**config.mk**
```make
export PLATFORM = sky130hd
export DESIGN_NAME = alu_seq
export DESIGN_NICKNAME = d
export VERILOG_FILES = /design/src/rtl/alu_seq.sv
export SDC_FILE = /design/constraint.sdc
export NUM_CORES = 1
export LEC_CHECK = 0
export ABC_AREA = 1
export CORE_ASPECT_RATIO = 2
export CORE_UTILIZATION = 56
export CTS_BUF_LIST = sky130_fd_sc_hd__clkbuf_16
export DETAILED_ROUTE_END_ITERATION = 8
export HOLD_SLACK_MARGIN = 0.15
export PLACE_DENSITY = 0.86
export SLEW_MARGIN = 20
export SYNTH_ARGS = -nofsm -noshare
export SYNTH_HDL_FRONTEND = slang
export SYNTH_SLANG_ARGS = --single-unit
```
**constraint.sdc**
```tcl
create_clock -name clk -period 6.9 [get_ports clk]
set_input_delay 2.07 -clock clk [delete_from_list [all_inputs] [get_ports clk]]
set_output_delay 2.07 -clock clk [all_outputs]
set_load 0.01 [all_outputs]
```
**src/rtl/alu_seq.sv**
```systemverilog
// alu_seq
//    Multi-cycle unsigned integer ALU with valid/ready handshakes on both sides.
//    ADD, SUB, AND, OR, XOR, NOT and DIV-by-zero complete one cycle after accept.
//    MUL (shift-add) and DIV (restoring) iterate for WIDTH cycles.
//    Result and NZCV flags are registered and held until the consumer takes them.
//
// Ports
//    clk        in   1      system clock, rising edge
//    rst        in   1      asynchronous, active-high reset
//    in_valid   in   1      operands/op presented
//    in_ready   out  1      ALU can accept an op (IDLE only)
//    op         in   3      000 ADD, 001 SUB, 010 MUL, 011 DIV, 100 AND, 101 OR, 110 XOR, 111 NOT
//    a, b       in   WIDTH  operands (b ignored for NOT)
//    out_valid  out  1      result/flags valid (DONE only)
//    out_ready  in   1      consumer takes result
//    result     out  WIDTH  registered result
//    flags      out  4      {N,Z,C,V}, registered with result
//
// Build option
//    ALU_FAST_MUL_EN : MUL is a single-cycle multiply registered straight into DONE.
//                      Undefined: iterative shift-add MUL, no multiplier inferred.
//
// state | meaning
// IDLE  | in_ready=1, waiting for an op
// BUSY  | one MUL/DIV iteration per cycle, counter running down
// DONE  | out_valid=1, result/flags held until out_ready

module alu_seq #(
   parameter int WIDTH = 32
) (
   input  logic             clk,
   input  logic             rst,
   input  logic             in_valid,
   output logic             in_ready,
   input  logic [2:0]       op,
   input  logic [WIDTH-1:0] a,
   input  logic [WIDTH-1:0] b,
   output logic             out_valid,
   input  logic             out_ready,
   output logic [WIDTH-1:0] result,
   output logic [3:0]       flags
);

   localparam int CNT_W = $clog2(WIDTH + 1);

   localparam logic [2:0] OP_ADD = 3'b000;
   localparam logic [2:0] OP_SUB = 3'b001;
   localparam logic [2:0] OP_MUL = 3'b010;
   localparam logic [2:0] OP_DIV = 3'b011;
   localparam logic [2:0] OP_AND = 3'b100;
   localparam logic [2:0] OP_OR  = 3'b101;
   localparam logic [2:0] OP_XOR = 3'b110;
   localparam logic [2:0] OP_NOT = 3'b111;

   typedef enum logic [1:0] {
      S_IDLE = 2'd0,
      S_BUSY = 2'd1,
      S_DONE = 2'd2
   } state_t;

   state_t state, state_n;

   logic [2:0]       op_q;
   logic [WIDTH-1:0] a_q;
   logic [WIDTH-1:0] b_q;
   logic [WIDTH-1:0] hi;
   logic [WIDTH-1:0] lo;
   logic [CNT_W-1:0] cnt;

   logic             iterate;
   logic [WIDTH-1:0] quick_res;
   logic             quick_c;
   logic             quick_v;
   logic [WIDTH:0]   add_full;
   logic [WIDTH-1:0] sub_res;

   logic [WIDTH:0]   mul_sum;
   logic [WIDTH:0]   div_r;
   logic [WIDTH:0]   div_diff;
   logic             div_ge;
   logic [WIDTH-1:0] step_hi;
   logic [WIDTH-1:0] step_lo;
   logic             step_c;

`ifdef ALU_FAST_MUL_EN
   logic [2*WIDTH-1:0] prod;
   assign prod    = {{WIDTH{1'b0}}, a} * {{WIDTH{1'b0}}, b};
   assign iterate = (op == OP_DIV) && (b != '0);
`else
   assign iterate = (op == OP_MUL) || ((op == OP_DIV) && (b != '0));
`endif

   // Single-cycle results, computed from the live inputs and captured on accept.
   always_comb begin
      add_full  = {1'b0, a} + {1'b0, b};
      sub_res   = a - b;
      quick_res = '0;
      quick_c   = 1'b0;
      quick_v   = 1'b0;
      case (op)
         OP_ADD: begin
            quick_res = add_full[WIDTH-1:0];
            quick_c   = add_full[WIDTH];
            quick_v   = (a[WIDTH-1] == b[WIDTH-1]) && (add_full[WIDTH-1] != a[WIDTH-1]);
         end
         OP_SUB: begin
            quick_res = sub_res;
            quick_c   = (a >= b);
            quick_v   = (a[WIDTH-1] != b[WIDTH-1]) && (sub_res[WIDTH-1] != a[WIDTH-1]);
         end
`ifdef ALU_FAST_MUL_EN
         OP_MUL: begin
            quick_res = prod[WIDTH-1:0];
            quick_c   = |prod[2*WIDTH-1:WIDTH];
         end
`endif
         // Only reaches result when b==0; a non-zero divisor takes the iterative path.
         OP_DIV: begin
            quick_res = '1;
            quick_v   = 1'b1;
         end
         OP_AND:  quick_res = a & b;
         OP_OR:   quick_res = a | b;
         OP_XOR:  quick_res = a ^ b;
         OP_NOT:  quick_res = ~a;
         default: quick_res = '0;
      endcase
   end

   // One iteration step. MUL: {hi,lo} holds partial product with the multiplier
   // shifting out of lo. DIV: hi is the running remainder, lo shifts the dividend
   // out and the quotient bits in.
   always_comb begin
      mul_sum  = lo[0] ? ({1'b0, hi} + {1'b0, a_q}) : {1'b0, hi};
      div_r    = {hi, lo[WIDTH-1]};
      div_ge   = (div_r >= {1'b0, b_q});
      div_diff = div_r - {1'b0, b_q};
      if (op_q == OP_MUL) begin
         step_hi = mul_sum[WIDTH:1];
         step_lo = {mul_sum[0], lo[WIDTH-1:1]};
         step_c  = |mul_sum[WIDTH:1];
      end else begin
         step_hi = div_ge ? div_diff[WIDTH-1:0] : div_r[WIDTH-1:0];
         step_lo = {lo[WIDTH-2:0], div_ge};
         step_c  = 1'b0;
      end
   end

   always_ff @(posedge clk or posedge rst) begin
      if (rst) begin
         state <= S_IDLE;
      end else begin
         state <= state_n;
      end
   end

   // Handshake outputs depend on state only, so no input reaches an output combinationally.
   always_comb begin
      state_n   = state;
      in_ready  = 1'b0;
      out_valid = 1'b0;
      case (state)
         S_IDLE: begin
            in_ready = 1'b1;
            if (in_valid) begin
               state_n = iterate ? S_BUSY : S_DONE;
            end
         end
         S_BUSY: begin
            if (cnt == CNT_W'(1)) begin
               state_n = S_DONE;
            end
         end
         S_DONE: begin
            out_valid = 1'b1;
            if (out_ready) begin
               state_n = S_IDLE;
            end
         end
         default: state_n = S_IDLE;
      endcase
   end

   always_ff @(posedge clk or posedge rst) begin
      if (rst) begin
         op_q   <= '0;
         a_q    <= '0;
         b_q    <= '0;
         hi     <= '0;
         lo     <= '0;
         cnt    <= '0;
         result <= '0;
         flags  <= '0;
      end else begin
         case (state)
            S_IDLE: begin
               if (in_valid) begin
                  op_q <= op;
                  a_q  <= a;
                  b_q  <= b;
                  cnt  <= CNT_W'(WIDTH);
                  hi   <= '0;
                  lo   <= (op == OP_MUL) ? b : a;
                  if (!iterate) begin
                     result <= quick_res;
                     flags  <= {quick_res[WIDTH-1], quick_res == '0, quick_c, quick_v};
                  end
               end
            end
            S_BUSY: begin
               hi  <= step_hi;
               lo  <= step_lo;
               cnt <= cnt - CNT_W'(1);
               if (cnt == CNT_W'(1)) begin
                  result <= step_lo;
                  flags  <= {step_lo[WIDTH-1], step_lo == '0, step_c, 1'b0};
               end
            end
            default: ;
         endcase
      end
   end

endmodule

```
# Word-level counts from Yosys, hierarchy flattened
# Cells that the tools add are included.
# word_totals
reg_bits	175
latch_bits	0
mem_bits_rw	0
romBits	0
inputBits	71
output_inout_bits	38
word_cells	84
n_memories	0
# classes
addsub	5
n_mul	0
div_mod_pow	0
n_lt_le_gt_ge	2
eq_ne	19
shifts	0
n_mux	30
bitwise	4
reduce_logical	15
# ops
cell	n
32-bit 2-to-1 mux	9
32-bit case mux with 7 select lines	1
32-bit case mux with 2 select lines	3
32-bit by 32-bit adder with 33-bit output	2
32-bit zero test	2
32-bit subtractor	2
33-bit by 32-bit >= comparator with 1-bit output	1
33-bit 2-to-1 mux	1
32-bit bitwise AND	1
32-bit >= comparator	1
32-bit inverter	1
32-bit bitwise OR	1
32-bit nonzero test	1
32-bit OR reduction	1
32-bit XOR	1
3-bit equality test, second input constant	4
4-bit 2-to-1 mux	3
6-bit case mux with 2 select lines	1
3-bit by 2-bit equality test with 1-bit output, second input constant	3
2-bit 2-to-1 mux	4
2-bit != test, second input constant	4
4-bit case mux with 2 select lines	1
6-bit by 1-bit equality test with 1-bit output, second input constant	1
6-bit 2-to-1 mux	1
18 further kinds	25

# Logic depth before layout (Yosys ltp)
# logic_depth
ltp_word	7
depth_mapped	22
mapped_depth_nobuf	21

# Least setup slack after synthesis
# OpenSTA, ideal clock, no wires.
# synth_timing
kind	in2reg
startpoint	in a[0]
endpoint	reg flags[2]
setup_time_ns	0.077
arrival_ns	3.952
t_required_ns	6.823
path_slack_ns	2.871
cell_stages	20
path_buffers	0
cell_sequence	inv_1 > ha_1 > inv_1 > fa_1 > nand2_1 > nand2_1 > and2_1 > nand2_1 > nand2_1 > nand2_1 > nand3_1 > nand2_1 > nor2_1 > nor2_1 > nand3_1 > nor2_1 > nand2_1 > nor2_1 > nand3_1 > a21oi_1
# synth_via
elab_chain_cells	6
word_cells_on_any_way	11
classes_between	add/sub (2); mux (4); bitwise (4); reduce/logical (1)
# synth_lines
element	line_no	source
start, declared	36	input logic [WIDTH-1:0] a,
32-bit subtractor (tied with other cells)	96	sub_res = a - b;
32-bit case mux with 7 select lines (*)	100	case (op)
32-bit zero test (*)	206	flags <= {quick_res[WIDTH-1], quick_res == '0, quick_c, quick_v};
4-bit 2-to-1 mux (*)	204	if (!iterate) begin
4-bit 2-to-1 mux (*)	197	if (in_valid) begin
4-bit case mux with 2 select lines (*)	195	case (state)
end signal, assigned	206	
end signal, assigned	216	flags <= {step_lo[WIDTH-1], step_lo == '0, step_c, 1'b0};
end, declared	41	output logic [3:0] flags
# Every way passes the cells marked *; elsewhere a longest branch is shown, timed or not. The select of a mux whose other input is x is not followed.
# A chain may end at the register's enable or synchronous reset.

# Worst setup path after layout
# layout_timing
startpoint	in a[1]
endpoint	reg flags[2]
# The elaborated chain is that of the path after synthesis.

==> impl_results.md <==
* Share of the yosys chip area belonging to registers at 0.228
* I/O pin cnt at 109
* Hold crit path type: reg2reg
* Total number of placement rows at 95
* Total clock buffers created by CTS at 17
* Setup CP Type: in2reg
* Cell area after technology mapping at 19100 um2
* Clock-pin slew on the worst setup and hold paths at 0.07 ns
* Tightest slew margin relative to the limit at 0.331
* Post-detailed-routing wire length at 85.9 mm
* Post-place instance area at 20400 um2
* Number of vias per cell at 6.25
* Remaining routing DRC violations at 0
* Most used cells in the layout excluding fill and tap cells: 871 x sky130_fd_sc_hd__nand2_1, 450 x sky130_fd_sc_hd__inv_1, 304 x sky130_fd_sc_hd__o21ai_0
* Count of nets left with antenna violations after detail routing at 0
* Die H at 263 um
* Endpoint with the worst hold slack: b_q[7]$_DFFE_PP0P_
* Clk sinks at 174
* Drt wl/cell at 23.7 um
* Largest vdd supply drop at 0.265 mV
* Kind of start point of the critical path: input port
* Via count of the first global-routing pass at 22900
* First-pass GRT wire length at 130 mm
* Final sum of negative setup slack at 0 ns
* Arrival time of the worst setup path at 5.86 ns
* Share of flip-flops with an asynchronous set or reset at 1.00
* Detailed router's first-iteration violation count at 2518
* Reg2Reg Setup Slack at 3.10 ns
* Floorplan die width at 133 um
* Cell area after layout at 21000 um2
* Final-report hold violation count at 0
* Ordered cell list for the critical path: clkdlybuf4s50_1, inv_1, fa_1, inv_1, nand2_1, nand2_1, nand3b_1, nand2_1, nand2_1, nand2_1, nand2_1, nand3_1, nand2_1, nor2_1, nand3_1, nor2_1, nand2_1, nor2_1, nand3_1, a21oi_1
* Antenna violations before repair at 1
* Finish-stage setup viols at 0
* Critical Path RT at 7.28 ns
* CP max-delay cell: sky130_fd_sc_hd__clkdlybuf4s50_1
* Sequential share of power at 0.222
* Combinational share of power at 0.668
* Internal power at 3.96 mW
* Number of warnings issued by yosys at 0
* Proportion of total power due to net switching at 0.564
* Number of library cell types mapped by synthesis at 49
* Floorplan die area at 34900 um2
* P_sw at 5.12 mW
* Number of enable flip-flop cells after synthesis at 0
* Number of vias in the routed layout at 22700
* Deepest clock path buffer count at 2
* Number of cell instances on the worst register-to-register path at 12
* Gr ovfl total at 0
* Biggest fanout along the worst timing path at 5
* First-pass iteration count of the detailed router at 7
* Clk_lat worst skew at 0.47 ns
* Hold Startpoint: b_q[7]$_DFFE_PP0P_
* Unrepaired setup endpoints after global routing: no
* PD cells at 432 nW/um2
* Quantity of hold-fixing buffers added after cts at 0
* Static Leak at 10.7 nW
* Transition time of the tightest slew-check pin at 1.00 ns
* Period utilization at 0.794
* CP Capture Type: flip-flop
* Number of levels the H-tree was split into at 4
* Part of the power in the clock network at 0.110
* Diodes inserted at 0
* Delay of the slowest cell on the worst path at 0.64 ns
* Core region area at 33600 um2
* Fraction of final layout cells with drive strength greater than 1 at 0.0323
* PortBufs at 108
* CP dominant cell by count: sky130_fd_sc_hd__nand2_1
* RR Startpoint: hi[29]$_DFFE_PP0P_
* Layout overhead on the synthesized area at 9.94%
* Post-cts gate resize count at 0
* Half-perimeter wire length after placement at 67.5 mm
* Setup repair bufs after CTS at 0
* Commonest non-fill, non-tap cell in the layout: sky130_fd_sc_hd__nand2_1
* Count of mapped cells out of synthesis at 3138
* Final weighted congestion in routability-driven placement at 1.16
* Maximum operating frequency at 183 MHz
* Pin count of the biggest net entering global routing at 105
* Global Route Usage Sum at 0.499
* Final min period at 5.48 ns
* Outcome: finished, final reports clean
* Most used flip-flop cell after synthesis: sky130_fd_sc_hd__dfrtp_1
* Reg-to-reg endpoint: hi[21]$_DFFE_PP0P_
* Initial core utilization at 0.569
* Flip-flop and latch count after synthesis at 174
* Root Buffer: sky130_fd_sc_hd__clkbuf_16
* Worst Skew at 0.0112 ns
* Synthesized netlist net count at 3384
* Worst hold path stage count at 2
* Number of max-cap violations at 0
* Total Nets Final at 3423
* Clock tree from TritonCTS: yes
* Pins over their slew limit at 0
* Synth Area per Inst at 6.09 um2
## layer usage
metal | vias up | share of wire | GRT usage
li1 | 10300 | - | -
met2 | 1485 | 0.47 | 0.826
met1 | 10300 | 0.32 | 0.492
met5 | - | 0.00010 | 0
met3 | 582 | 0.081 | 0.103
met4 | 2 | 0.13 | 0.548
## power by group through the flow
stage	clock network (mW)	registers (mW)	logic, mW
6_report	1.00	2.02	6.07
5_1_grt	1.03	2.04	6.61
4_1_cts	0.986	1.98	5.82
3_5_place_dp	0	1.99	5.77
3_3_place_gp	0	1.97	5.68
2_1_floorplan	0	1.82	3.99
## kinds of logic after synthesis
family          share of synthesized area
compound gates                      0.198
buf+inv                             0.119
xor+xnor                           0.0151
flops                               0.228
simple gates                        0.324
fa+ha+maj                           0.116
## Yosys cell counts, types with 10 or more instances
master                     instances  area, um2
sky130_fd_sc_hd__nand2_1         874       3280
sky130_fd_sc_hd__inv_1           451       1690
sky130_fd_sc_hd__o21ai_0         304       1520
sky130_fd_sc_hd__nor2_1          301       1130
sky130_fd_sc_hd__nand3_1         203       1020
sky130_fd_sc_hd__a21oi_1         201       1010
sky130_fd_sc_hd__dfrtp_1         174       4350
sky130_fd_sc_hd__ha_1            171       2140
sky130_fd_sc_hd__clkbuf_1         57        214
sky130_fd_sc_hd__o221ai_1         42        368
sky130_fd_sc_hd__nor3_1           35        175
sky130_fd_sc_hd__buf_2            34        170
sky130_fd_sc_hd__o22ai_1          32        200
sky130_fd_sc_hd__nand4_1          22        138
sky130_fd_sc_hd__a211oi_1         19        143
sky130_fd_sc_hd__nor4_1           18        113
sky130_fd_sc_hd__o21bai_1         18        135
sky130_fd_sc_hd__inv_2            17       63.8
sky130_fd_sc_hd__o211ai_1         17        128
sky130_fd_sc_hd__xor2_1           17        149
sky130_fd_sc_hd__xnor2_1          16        140
sky130_fd_sc_hd__nand3b_1         12       90.1
sky130_fd_sc_hd__o21ai_1          10       50.1
sky130_fd_sc_hd__or2_2            10       62.6
## how the worst max path moves through the flow
stage | start | end | slack, ns
detailed placement | a[1] | flags[2]$_DFFE_PP0P_ | 1.11
floorplan | rst | a_q[0]$_DFFE_PP0P_ | 0.11
CTS | a[1] | flags[2]$_DFFE_PP0P_ | 1.57
finish | a[1] | flags[2]$_DFFE_PP0P_ | 1.42
global route | a[10] | flags[2]$_DFFE_PP0P_ | 1.28
global placement | a[1] | flags[2]$_DFFE_PP0P_ | 1.17
## state kept, by name, indices dropped and copies added (netlist names)
signal	count
a_q	32
b_q	32
cnt	6
flags	3
hi	32
lo	32
op_q	3
result	32
state	2
## final cells by class
type | count | area, um2
tap | 436 | 546
timing repair buffer | 132 | 1260
fill | 3272 | 12600
clock buffer | 17 | 425
clock inverter | 14 | 153
sequential | 174 | 4350
multi-input combinational | 2384 | 12500
inverter | 468 | 1760
## critical path: cells and delay by family
family / cells / cell delay [ns]
simple gates: 15 / 2.24
buf+inv: 3 / 0.91
fa+ha+maj: 1 / 0.48
compound gates: 1 / 0.16
## per-stage QoR
step           power (mW)  hold WS (ns)  utilization  std cells  setup WS (ns)
2_1_floorplan        5.81         0.447            -       3138          0.113
3_3_place_gp         7.66         0.466        0.608       3594           1.17
3_5_place_dp         7.76         0.475        0.608       3594           1.11
4_1_cts              8.79         0.491        0.625       3625           1.57
5_1_grt              9.68         0.508        0.625       3625           1.28
6_report             9.09         0.489        0.625       3625           1.42
No activity file was read; power rests on OpenSTA's default activity.
